===== config.mk =====
export PLATFORM = sky130hd
export DESIGN_NAME = alu_seq
export DESIGN_NICKNAME = d
export VERILOG_FILES = /design/src/rtl/alu_seq.sv
export SDC_FILE = /design/constraint.sdc
export NUM_CORES = 1
export LEC_CHECK = 0
export BUFFER_PORTS_ARGS = -buffer_cell sky130_fd_sc_hd__buf_2
export CAP_MARGIN = 20
export CORE_ASPECT_RATIO = 0.75
export CORE_MARGIN = 3
export CORE_UTILIZATION = 62
export CTS_CLUSTER_SIZE = 14
export DETAILED_ROUTE_END_ITERATION = 10
export PLACE_DENSITY = 0.91
export SETUP_SLACK_MARGIN = 0.05
export SLEW_MARGIN = 20
export SYNTH_ARGS = -nofsm -noshare
export SYNTH_HDL_FRONTEND = slang
export SYNTH_SLANG_ARGS = --single-unit

===== constraint.sdc =====
create_clock -name clk -period 4.1 [get_ports clk]
set_input_delay 0.41 -clock clk [delete_from_list [all_inputs] [get_ports clk]]
set_output_delay 0.41 -clock clk [all_outputs]
set_load 0.05 [all_outputs]

===== src/rtl/alu_seq.sv =====
// ---------------------------------------------------------------------------
// alu_seq -- registered, parametrised ALU with a start/busy/done handshake.
//
// Single-cycle operations (add/sub family, logic, shifts, compare) are
// computed combinationally from the inputs and registered on the accepting
// edge, so done follows one cycle later. Unsigned multiply runs as an
// iterative shift-add, one partial product per cycle, and delivers the
// full 2N-bit product on {out_hi, out}.
//
// Ports:
//   clk      rising-edge system clock
//   reset    asynchronous, active-high reset
//   start    operation request, accepted only while busy = 0
//   mode     operation select (CW bits), sampled with start
//   cin      carry/borrow in for ADC/SBB, sampled with start
//   in_a     operand A (N bits), sampled with start
//   in_b     operand B (N bits), sampled with start
//   busy     high while a multiply is in progress
//   done     one-cycle pulse when out/out_hi/flags/illegal are updated
//   out      result (low half of the product for MUL)
//   out_hi   high half of the MUL product, 0 after other result-writing ops
//   flag_z   result == 0 (full product for MUL)
//   flag_c   carry / borrow / shifted-out bit / (out_hi != 0) for MUL
//   flag_n   MSB of the result
//   flag_v   signed overflow for the add/sub family, else 0
//   illegal  1 when the most recently accepted mode was reserved
// ---------------------------------------------------------------------------
module alu_seq #(
    parameter int N  = 8,
    parameter int CW = 4
) (
    input  logic          clk,
    input  logic          reset,
    input  logic          start,
    input  logic [CW-1:0] mode,
    input  logic          cin,
    input  logic [N-1:0]  in_a,
    input  logic [N-1:0]  in_b,
    output logic          busy,
    output logic          done,
    output logic [N-1:0]  out,
    output logic [N-1:0]  out_hi,
    output logic          flag_z,
    output logic          flag_c,
    output logic          flag_n,
    output logic          flag_v,
    output logic          illegal
);

    localparam logic [CW-1:0] OP_ADD = CW'(4'h0);
    localparam logic [CW-1:0] OP_ADC = CW'(4'h1);
    localparam logic [CW-1:0] OP_SUB = CW'(4'h2);
    localparam logic [CW-1:0] OP_SBB = CW'(4'h3);
    localparam logic [CW-1:0] OP_INC = CW'(4'h4);
    localparam logic [CW-1:0] OP_DEC = CW'(4'h5);
    localparam logic [CW-1:0] OP_AND = CW'(4'h6);
    localparam logic [CW-1:0] OP_OR  = CW'(4'h7);
    localparam logic [CW-1:0] OP_XOR = CW'(4'h8);
    localparam logic [CW-1:0] OP_NOT = CW'(4'h9);
    localparam logic [CW-1:0] OP_SHL = CW'(4'hA);
    localparam logic [CW-1:0] OP_SHR = CW'(4'hB);
    localparam logic [CW-1:0] OP_CMP = CW'(4'hC);
    localparam logic [CW-1:0] OP_MUL = CW'(4'hD);

    localparam logic [0:0] S_IDLE = 1'b0;
    localparam logic [0:0] S_MUL  = 1'b1;

    localparam int CNTW = $clog2(N);

    logic [0:0]      state;
    logic [CNTW-1:0] cnt;
    logic [2*N-1:0]  acc;
    logic [2*N-1:0]  mcand;
    logic [N-1:0]    mplier;
    logic [2*N-1:0]  acc_next;

    logic [N:0]   arith;
    logic [N-1:0] opnd_b;
    logic [N-1:0] res;
    logic         res_c;
    logic         res_v;
    logic         add_op;
    logic         sub_op;
    logic         is_reserved;
    logic         is_cmp;
    logic         is_mul;

    assign busy   = (state == S_MUL);
    assign is_cmp = (mode == OP_CMP);
    assign is_mul = (mode == OP_MUL);

    // Next partial-product accumulation: add the shifted multiplicand when
    // the current LSB of the multiplier is set.
    assign acc_next = acc + (mplier[0] ? mcand : '0);

    // Single-cycle datapath. Add/sub family runs at N+1 bits so bit N is the
    // carry (add) or borrow (sub, since a negative N+1-bit result sets it).
    // INC/DEC reuse the add/sub overflow rule with an implicit operand of 1.
    always_comb begin
        arith       = '0;
        opnd_b      = in_b;
        res         = '0;
        res_c       = 1'b0;
        res_v       = 1'b0;
        add_op      = 1'b0;
        sub_op      = 1'b0;
        is_reserved = 1'b0;
        case (mode)
            OP_ADD: begin
                add_op = 1'b1;
                arith  = {1'b0, in_a} + {1'b0, in_b};
            end
            OP_ADC: begin
                add_op = 1'b1;
                arith  = {1'b0, in_a} + {1'b0, in_b} + {{N{1'b0}}, cin};
            end
            OP_SUB, OP_CMP: begin
                sub_op = 1'b1;
                arith  = {1'b0, in_a} - {1'b0, in_b};
            end
            OP_SBB: begin
                sub_op = 1'b1;
                arith  = {1'b0, in_a} - {1'b0, in_b} - {{N{1'b0}}, cin};
            end
            OP_INC: begin
                add_op = 1'b1;
                opnd_b = {{(N-1){1'b0}}, 1'b1};
                arith  = {1'b0, in_a} + {{N{1'b0}}, 1'b1};
            end
            OP_DEC: begin
                sub_op = 1'b1;
                opnd_b = {{(N-1){1'b0}}, 1'b1};
                arith  = {1'b0, in_a} - {{N{1'b0}}, 1'b1};
            end
            OP_AND: res = in_a & in_b;
            OP_OR:  res = in_a | in_b;
            OP_XOR: res = in_a ^ in_b;
            OP_NOT: res = ~in_a;
            OP_SHL: begin
                res   = {in_a[N-2:0], 1'b0};
                res_c = in_a[N-1];
            end
            OP_SHR: begin
                res   = {1'b0, in_a[N-1:1]};
                res_c = in_a[0];
            end
            OP_MUL: res = '0;
            default: is_reserved = 1'b1;
        endcase
        if (add_op || sub_op) begin
            res   = arith[N-1:0];
            res_c = arith[N];
            if (add_op) begin
                res_v = (in_a[N-1] == opnd_b[N-1]) && (res[N-1] != in_a[N-1]);
            end else begin
                res_v = (in_a[N-1] != opnd_b[N-1]) && (res[N-1] != in_a[N-1]);
            end
        end
    end

    // Control and result registers. In IDLE a start either completes a
    // single-cycle op on this edge or loads the multiplier; in MUL each edge
    // retires one multiplier bit and the last step writes the full product
    // straight from acc_next so done lands N edges after acceptance.
    always_ff @(posedge clk or posedge reset) begin
        if (reset) begin
            state   <= S_IDLE;
            cnt     <= '0;
            acc     <= '0;
            mcand   <= '0;
            mplier  <= '0;
            done    <= 1'b0;
            out     <= '0;
            out_hi  <= '0;
            flag_z  <= 1'b0;
            flag_c  <= 1'b0;
            flag_n  <= 1'b0;
            flag_v  <= 1'b0;
            illegal <= 1'b0;
        end else begin
            done <= 1'b0;
            case (state)
                S_IDLE: begin
                    if (start) begin
                        if (is_mul) begin
                            mcand   <= {{N{1'b0}}, in_a};
                            mplier  <= in_b;
                            acc     <= '0;
                            cnt     <= '0;
                            illegal <= 1'b0;
                            state   <= S_MUL;
                        end else if (is_reserved) begin
                            illegal <= 1'b1;
                            done    <= 1'b1;
                        end else begin
                            illegal <= 1'b0;
                            done    <= 1'b1;
                            flag_z  <= (res == '0);
                            flag_c  <= res_c;
                            flag_n  <= res[N-1];
                            flag_v  <= res_v;
                            if (!is_cmp) begin
                                out    <= res;
                                out_hi <= '0;
                            end
                        end
                    end
                end
                S_MUL: begin
                    if (cnt == CNTW'(N-1)) begin
                        out    <= acc_next[N-1:0];
                        out_hi <= acc_next[2*N-1:N];
                        flag_z <= (acc_next == '0);
                        flag_c <= (acc_next[2*N-1:N] != '0);
                        flag_n <= acc_next[N-1];
                        flag_v <= 1'b0;
                        done   <= 1'b1;
                        state  <= S_IDLE;
                    end else begin
                        acc    <= acc_next;
                        mcand  <= mcand << 1;
                        mplier <= mplier >> 1;
                        cnt    <= cnt + 1'b1;
                    end
                end
                default: state <= S_IDLE;
            endcase
        end
    end

endmodule


==> results of run 1 <==
==> repair_timing <==
item	in CTS	in global routing
resized for setup	0	1
endpoints found under the setup margin	0	1
setup buffers	0	0
==> stage by stage <==
stage / total power, W / cell area (um^2)
floorplan: 0.00191 / 6300
global placement: 0.00220 / 6570
detailed placement: 0.00226 / 6570
CTS: 0.00311 / 6890
global route: 0.00331 / 6900
finish: 0.00315 / 6900
==> critical path, delay by kind of cell (launching register included) <==
kind,cells,cell delay [ps]
simple gates,4,1200
compound gates,5,1260
fa+ha+maj,2,660
flops,1,520
==> Yosys cell counts (22+ instances only) <==
library cell / number
nand2_1: 71
dfrtp_1: 66
ha_1: 52
o21ai_0: 50
inv_1: 40
nor2_1: 40
a21oi_1: 33
a22o_1: 26
and2_1: 23
clkbuf_1: 23
nand3_1: 23
nor3_1: 23
xnor2_1: 22
==> worst max-delay path by stage <==
stage	slack (ps)	cells past startpoint	to	start
after floorplan	830	13	out[6]	mode[1]
after global placement	440	11	flag_c	mplier[0]
after detailed placement	340	11	flag_c	mplier[0]
after CTS	250	11	flag_c	mplier[0]
after global routing	130	11	flag_c	mplier[0]
final	340	11	flag_c	mplier[0]
==> cells by family (layout without fill, tap and decap cells) <==
kind of cell / Yosys count / after routing
xor gates and xnor gates: 36 / 36
muxes: 22 / 22
and+or+nand+nor: 247 / 247
adders and majority gates: 56 / 56
DFF: 66 / 66
buffers and inverters: 83 / 117
AOI/OAI and AO/OA: 237 / 237
==> per-layer routing <==
layer | vias up | global-route usage | part of all wire
met1 | 2964 | 0.526 | 0.44
met5 | - | 0 | 0
li1 | 2819 | - | -
met3 | 42 | 0.117 | 0.14
met4 | 0 | 0.0671 | 0.013
met2 | 414 | 0.492 | 0.41
==> flip-flops by register name, summed over array words and instances (netlist names) <==
register / flops
cnt: 3
done: 1
flag_z: 1
flag_c: 1
flag_v: 1
mcand: 16
flag_n: 1
out_hi: 8
mplier: 8
out: 8
busy: 1
acc: 16
illegal: 1
==> final cells by class <==
class	count	area, um^2
Multi-Input combinational cell	598	4280
Fill cell	784	2870
Sequential cell	66	1650
Timing Repair Buffer	60	335
Clock buffer	11	243
Tap cell	132	165
Inverter	41	154
Clock inverter	5	77.6
==> power by group through the flow <==
stage / logic (W) / registers (W) / clock network, W
finish: 0.00136 / 0.000961 / 0.000833
global route: 0.00147 / 0.000980 / 0.000864
CTS: 0.00131 / 0.000958 / 0.000834
detailed placement: 0.00130 / 0.000966 / 0
global placement: 0.00124 / 0.000951 / 0
floorplan: 0.000866 / 0.00104 / 0
==> flow_metrics.tcl, run 1 <==
set metrics [dict create \
    portBuffers 46 \
    setup_viol 0 \
    htreeDepth 3 \
    yosys-top-cells-area "dfrtp_1 26%, ha_1 10%, nand2_1 4.2%, o21ai_0 4.0%, a22o_1 3.6%" \
    clockPowerShare 0.264 \
    synthArstFlopShare 1.00 \
    routed_wl_um 19700 \
    whs_ps 67.3 \
    finalCritPeriodShare 0.918 \
    syn2layout_area_growth_pct 9.57 \
    power.share.sequential 0.305 \
    r2r_slack_ps 340 \
    synth_xor_area_frac 0.0500 \
    path_class "reg -> reg" \
    skew_ps 6.23 \
    synth_top_flop_cell "dfrtp_1" \
    arrival_ps 3990 \
    num_vias 6239 \
    cpMaxStageDelayCell "dfrtp_1" \
    cts_buffers 9 \
    cts_tree "done" \
    grt_max_degree 48 \
    die_h_um 93.3 \
    remaining_drc_errors 0 \
    clk_pin_slew_ps 60 \
    synth_cells 747 \
    avgSynthCellArea_um2 8.43 \
    cts_buffer_depth 2 \
    synth.distinct_cells 84 \
    detail_route.wl_per_cell_um 21.6 \
    numClockSinks 66 \
    initial_core_util 0.645 \
    die-area_um2 11400 \
    pre_cts_ws_ps 342 \
    antenna_found_initial 0 \
    layout_commonest_cell "nand2_1" \
    synth_compound_area_frac 0.272 \
    required_ps 4330 \
    critPathMaxFanout 17 \
    rsz0062_at_grt "no" \
    r2r-end "flag_c" \
    path_cells "and2_1 > ha_1 > fa_1 > a21o_1 > a221oi_4 > nor3_1 > o211ai_1 > or4b_1 > nor4_1 > o21ai_0 > a21o_1" \
    yosysSeqAreaShare 0.262 \
    holdCritPathClass "in -> async" \
    first_global_vias 5773 \
    synth_simple_gate_area_frac 0.201 \
    layout-drive-gt1-share 0.140 \
    synth_edf_count 0 \
    avgViaCountPerCell 6.83 \
    ir_worst_vdd_mv 0.377 \
    finalSetupTns_ps 0 \
    yosysTopAreaCell "dfrtp_1" \
    cts_root_buf "clkbuf_16" \
    cp-end-kind "flip-flop" \
    nNetsFinal 856 \
    p_leak_nw 3.18 \
    synth_area_um2 6300 \
    relSlewSlack 0.372 \
    switching_share 0.407 \
    rr_startpoint "mplier[0]" \
    die_w_um 122 \
    drt_iter0_markers 882 \
    drv_cap 0 \
    muxShareOfSynthArea 0.0361 \
    first_pass_iters 6 \
    cp-start-kind "flip-flop" \
    fmax_ghz 0.266 \
    place_hpwl_um 14800 \
    cts.hold.buffers_added 0 \
    design.core.area_um2 9770 \
    std_cell_rows 31 \
    numPlacedInstances 897 \
    globalplace.congestion 0.983 \
    layout_common_cells "71 x nand2_1, 66 x dfrtp_1, 52 x ha_1" \
    r2r.worst_path.cells 11 \
    ys_seq_elements 66 \
    slowest_delay_ps 520 \
    pwr_density_cell_nw_per_um2 456 \
    status "finished, final reports clean" \
    syn_nets 827 \
    yosys_warnings 0 \
    grt_use_total 0.351 \
    p_int_w 0.00187 \
    hold_viol 0 \
    grt_pass1_wl_um 31100 \
    synth_fa_ha_area_frac 0.116 \
    final_util 0.706 \
    finalMaxSlewViolations 0 \
    synth_top_family_by_area "compound AO/OA/AOI/OAI gates" \
    synth_top_area_frac 0.262 \
    insertion_delay_ps 340 \
    ant_nets 0 \
    ios 47 \
    overflow 0 \
    diodes 0 \
    switchingPower_w 0.00128 \
    worst_slack_ps 335 \
    crit_path_frequent_cell "a21o_1" \
    comb_power_share 0.430 \
    instances_no_fill 913 \
    tightest_slew_ps 929 \
    finalCriticalPeriod_ps 3760 \
]
No activity file was read; power rests on OpenSTA's default activity.
==> run 2, diff against run 1 <==
Settings changed: RECOVER_POWER set to 100.
==> flow_metrics.tcl, run 2 (synthesis results as in run 1) <==
set metrics [dict create \
    status "complete, but fails checks" \
    failed_checks "capacitance limit, slew limit" \
    tightest_slew_ps 2510 \
    cp-end-kind "flip-flop" \
    relSlewSlack -0.673 \
    die_w_um 122 \
    design.core.area_um2 9770 \
    insertion_delay_ps 340 \
    cts_buffers 9 \
    detail_route.wl_per_cell_um 21.6 \
    p_leak_nw 3.07 \
    std_cell_rows 31 \
    switchingPower_w 0.00129 \
    grt_use_total 0.351 \
    finalCriticalPeriod_ps 3810 \
    slowest_delay_ps 580 \
    timing.critical_path.buf_inv 0 \
    crit_path_frequent_cell "nor4_1" \
    hold_viol 0 \
    cts_root_buf "clkbuf_16" \
    path_class "reg -> reg" \
    first_pass_iters 8 \
    cpLargestDelayFamily "compound AO/OA/AOI/OAI gates" \
    r2r.worst_path.cells 10 \
    routed_wl_um 19800 \
    layout-drive-gt1-share 0.104 \
    grt_pass1_wl_um 31100 \
    numClockSinks 66 \
    p_int_w 0.00185 \
    pwr_density_cell_nw_per_um2 459 \
    syn2layout_area_growth_pct 8.76 \
    place_hpwl_um 14800 \
    layout_commonest_cell "nand2_1" \
    finalCritPeriodShare 0.930 \
    clockPowerShare 0.266 \
    path_cells "and2_0 > ha_1 > a211o_1 > a2111oi_2 > nor4_1 > o211a_1 > or4b_1 > nor4_1 > o21ai_0 > a21o_1" \
    initial_core_util 0.645 \
    place_area_um2 6570 \
    nNetsFinal 856 \
    top_regs "acc x16, mcand x16" \
    fmax_ghz 0.262 \
    first_global_vias 5773 \
    r2r_slack_ps 290 \
    layout_common_cells "71 x nand2_1, 66 x dfrtp_1, 54 x o21ai_0" \
    cp-start-kind "flip-flop" \
    power.share.sequential 0.306 \
    cpMaxStageDelayCell "dfrtp_1" \
    finalMaxSlewViolations 47 \
    finalSetupTns_ps 0 \
    finalInstanceArea_um2 6850 \
    avgViaCountPerCell 6.85 \
    grt_max_degree 48 \
    holdCritPathClass "in -> async" \
    skew_ps 8.05 \
    ant_nets 0 \
    cp.depth 10 \
    critPathMaxFanout 17 \
    cts_resized 0 \
    antenna_found_initial 0 \
    diodes 0 \
    rsz0062_at_grt "no" \
    setup_viol 0 \
    portBuffers 46 \
    arrival_ps 4040 \
    comb_power_share 0.427 \
    die_h_um 93.3 \
    ios 47 \
    cts_buffer_depth 2 \
    die-area_um2 11400 \
    required_ps 4320 \
    ir_worst_vdd_mv 0.376 \
    drt_iter0_markers 873 \
    drv_cap 1 \
    htreeDepth 3 \
    remaining_drc_errors 0 \
    overflow 0 \
    cts.hold.buffers_added 0 \
    switching_share 0.410 \
    cts_tree "done" \
    globalplace.congestion 0.983 \
    cts_setup_buffers 0 \
    clk_pin_slew_ps 60 \
    num_vias 6254 \
]
-- run 2: changes by cell type in the layout (fill, tap and decap cells not counted), moves of 3 or more --
cell	delta
o21ai_1	-3
buf_4	-3
o21ai_0	+4
buf_2	-24
clkbuf_1	+26
and2_1	-4
and2_0	+4
-- run 2: worst reg2reg max path, cell delays in order (launching register included) --
cell and delay [ps]:
dfrtp_1 580, and2_0 270, ha_1 290, a211o_1 370, a2111oi_2 550, nor4_1 100
o211a_1 310, or4b_1 540, nor4_1 380, o21ai_0 150, a21o_1 170
-- run 2: final timing paths --
check | end | startpoint
min in group clk | mplier[7] | in_b[7]
max reg2reg | flag_c | mplier[0]
min | out_hi[0] | reset
max | flag_c | mplier[0]
max in group asynchronous | mplier[5] | reset
min reg2reg | out[1] | out[1]
-- run 2: area by class of cell --
| type | count | area, um^2 |
|---|---|---|
| multi-input combinational | 598 | 4270 |
| clock inverter | 5 | 77.6 |
| tap | 132 | 165 |
| fill | 798 | 2920 |
| sequential | 66 | 1650 |
| clock buffer | 11 | 243 |
| inverter | 41 | 154 |
| timing repair buffer | 60 | 295 |
-- run 2: per-layer routing --
metal	routed length (um)	track usage
met5	0	0
met2	7950	0.492
met1	8520	0.526
met3	3000	0.117
met4	290	0.0671
-- run 2: power groups by stage --
stage	Clock, W	Sequential, W	Combinational [W]
6_report	0.000837	0.000963	0.00134
5_1_grt	0.000864	0.000981	0.00145
4_1_cts	0.000834	0.000958	0.00131
3_5_place_dp	0	0.000966	0.00130
3_3_place_gp	0	0.000951	0.00124
2_1_floorplan	0	0.00104	0.000866
-- run 2: per-stage QoR --
stage	power (W)	instances	setup WS [ps]	utilization	hold WS [ps]
2_1_floorplan	0.00191	747	829	-	445
3_3_place_gp	0.00220	897	438	0.672	417
3_5_place_dp	0.00226	897	342	0.672	426
4_1_cts	0.00311	913	252	0.705	73.9
5_1_grt	0.00329	913	84.5	0.701	285
6_report	0.00314	913	286	0.701	195
==> run 3, diff against run 2 <==
Settings changed: CORE_UTILIZATION 62 to 63, CTS_BUF_LIST set to sky130_fd_sc_hd__clkbuf_8, CTS_CLUSTER_DIAMETER set to 200, PLACE_DENSITY 0.91 to 0.92.
Clock period 4.1 ns to 3.75 ns, I/O delays scaled along.
==> flow_metrics.tcl, run 3 (synthesis results as in run 1) <==
set metrics [dict create \
    status "complete, but fails checks" \
    failed_checks "capacitance limit, slew limit" \
    layout_commonest_cell "nand2_1" \
    num_vias 6321 \
    relSlewSlack -0.533 \
    finalCriticalPeriod_ps 3580 \
    final_util 0.726 \
    cp-start-kind "flip-flop" \
    tightest_slew_ps 2290 \
    ant_nets 0 \
    cts.hold.buffers_added 0 \
    htreeDepth 3 \
    initial_core_util 0.671 \
    layout_common_cells "71 x nand2_1, 65 x dfrtp_1, 54 x o21ai_0" \
    cts_root_buf "clkbuf_8" \
    finalMaxSlewViolations 53 \
    grt_use_total 0.354 \
    die-area_um2 11200 \
    switching_share 0.439 \
    required_ps 3990 \
    skew_ps 8.88 \
    cts_buffer_depth 2 \
    first_global_vias 5749 \
    arrival_ps 3820 \
    clk_pin_slew_ps 70 \
    place_hpwl_um 15400 \
    worst_slack_ps 170 \
    hold_viol 0 \
    holdCritPathClass "in -> reg" \
    portBuffers 46 \
    p_int_w 0.00176 \
    finalInstanceArea_um2 6810 \
    std_cell_rows 30 \
    power.share.sequential 0.343 \
    numClockSinks 66 \
    rsz0062_at_grt "no" \
    nNetsFinal 868 \
    grt_pass1_wl_um 31100 \
    pwr_density_cell_nw_per_um2 460 \
    instances_no_fill 920 \
    finalCritPeriodShare 0.955 \
    p_leak_nw 3.06 \
    drt_iter0_markers 1079 \
    ir_worst_vdd_mv 0.485 \
    die_w_um 121 \
    cp-end-kind "flip-flop" \
    ios 47 \
    clockPowerShare 0.190 \
    pre_cts_ws_ps 121 \
    globalplace.congestion 0.967 \
    fmax_ghz 0.279 \
    detail_route.wl_per_cell_um 21.6 \
    top_regs "acc x16, mcand x16" \
    diodes 0 \
    critPathMaxFanout 17 \
    switchingPower_w 0.00138 \
    antenna_found_initial 0 \
    first_pass_iters 6 \
    layout-drive-gt1-share 0.116 \
    numPlacedInstances 905 \
    setup_viol 0 \
    grt_max_degree 53 \
    die_h_um 92.6 \
    insertion_delay_ps 350 \
    routed_wl_um 19900 \
    syn2layout_area_growth_pct 8.10 \
    overflow 0 \
    remaining_drc_errors 0 \
    cts_tree "done" \
    place_area_um2 6660 \
    finalSetupTns_ps 0 \
    drv_cap 1 \
    design.core.area_um2 9380 \
    comb_power_share 0.467 \
    path_class "reg -> reg" \
    cts_buffers 9 \
    avgViaCountPerCell 6.87 \
]
==> run 3: changes by cell type in the layout (fill, tap and decap cells not counted), sizes merged <==
cell and delta:
buf +9, clkbuf +2, clkinvlp +2, bufinv -1, inv -1
==> run 3: layer usage <==
layer / GRT usage / share of wire / wire length, um / up-vias
met5: 0 / 0 / 0 / -
met4: 0.0653 / 0.014 / 278 / 0
met3: 0.125 / 0.15 / 2960 / 42
met2: 0.478 / 0.40 / 7960 / 455
met1: 0.542 / 0.44 / 8670 / 2986
li1: - / - / - / 2838
==> run 3: area by class of cell <==
class	count	area, um^2
multi-input combinational	598	4280
fill	746	2570
sequential	66	1650
timing repair buffer	72	372
tap	128	160
inverter	41	155
clock buffer	10	138
clock inverter	5	55.1
==> run 3: worst max-delay path, stage by stage (launching register included) <==
cell	delay, ps
dfrtp_2	500
and2_0	210
ha_1	360
o211a_1	290
a2111oi_4	460
nor4_1	100
o211a_1	310
or4b_1	540
nor4_1	360
o21ai_0	160
a21o_1	180
==> run 3: power groups by stage <==
| stage | combinational [W] | clock [W] | sequential (W) |
|---|---|---|---|
| 4_1_cts | 0.00143 | 0.000596 | 0.00106 |
| 6_report | 0.00146 | 0.000595 | 0.00107 |
| 2_1_floorplan | 0.000946 | 0 | 0.00114 |
| 5_1_grt | 0.00158 | 0.000635 | 0.00109 |
| 3_3_place_gp | 0.00136 | 0 | 0.00105 |
| 3_5_place_dp | 0.00142 | 0 | 0.00107 |
==> run 3: worst paths after layout <==
kind,endpoint,start,cells after the start,slack (ps)
min reg2reg,cnt[0],cnt[0],1,480
max,flag_c,mplier[0],10,170
max reg2reg,flag_c,mplier[0],10,170
max in group asynchronous,mplier[6],reset,3,1670
min in group asynchronous,mplier[7],reset,2,640
min,mplier[7],in_b[7],2,350
==> run 3: repair_timing <==
item                                    4_1_cts  5_1_grt
endpoints found under the hold margin         0        0
buffers inserted                              0        0
gates resized for setup                       0        3
endpoints found under the setup margin        0        2
==> run 3: metrics by stage <==
stage	hold slack, ps	total power, W
floorplan	445	0.00208
global placement	457	0.00241
detailed placement	470	0.00249
CTS	323	0.00309
global route	357	0.00330
finish	346	0.00313
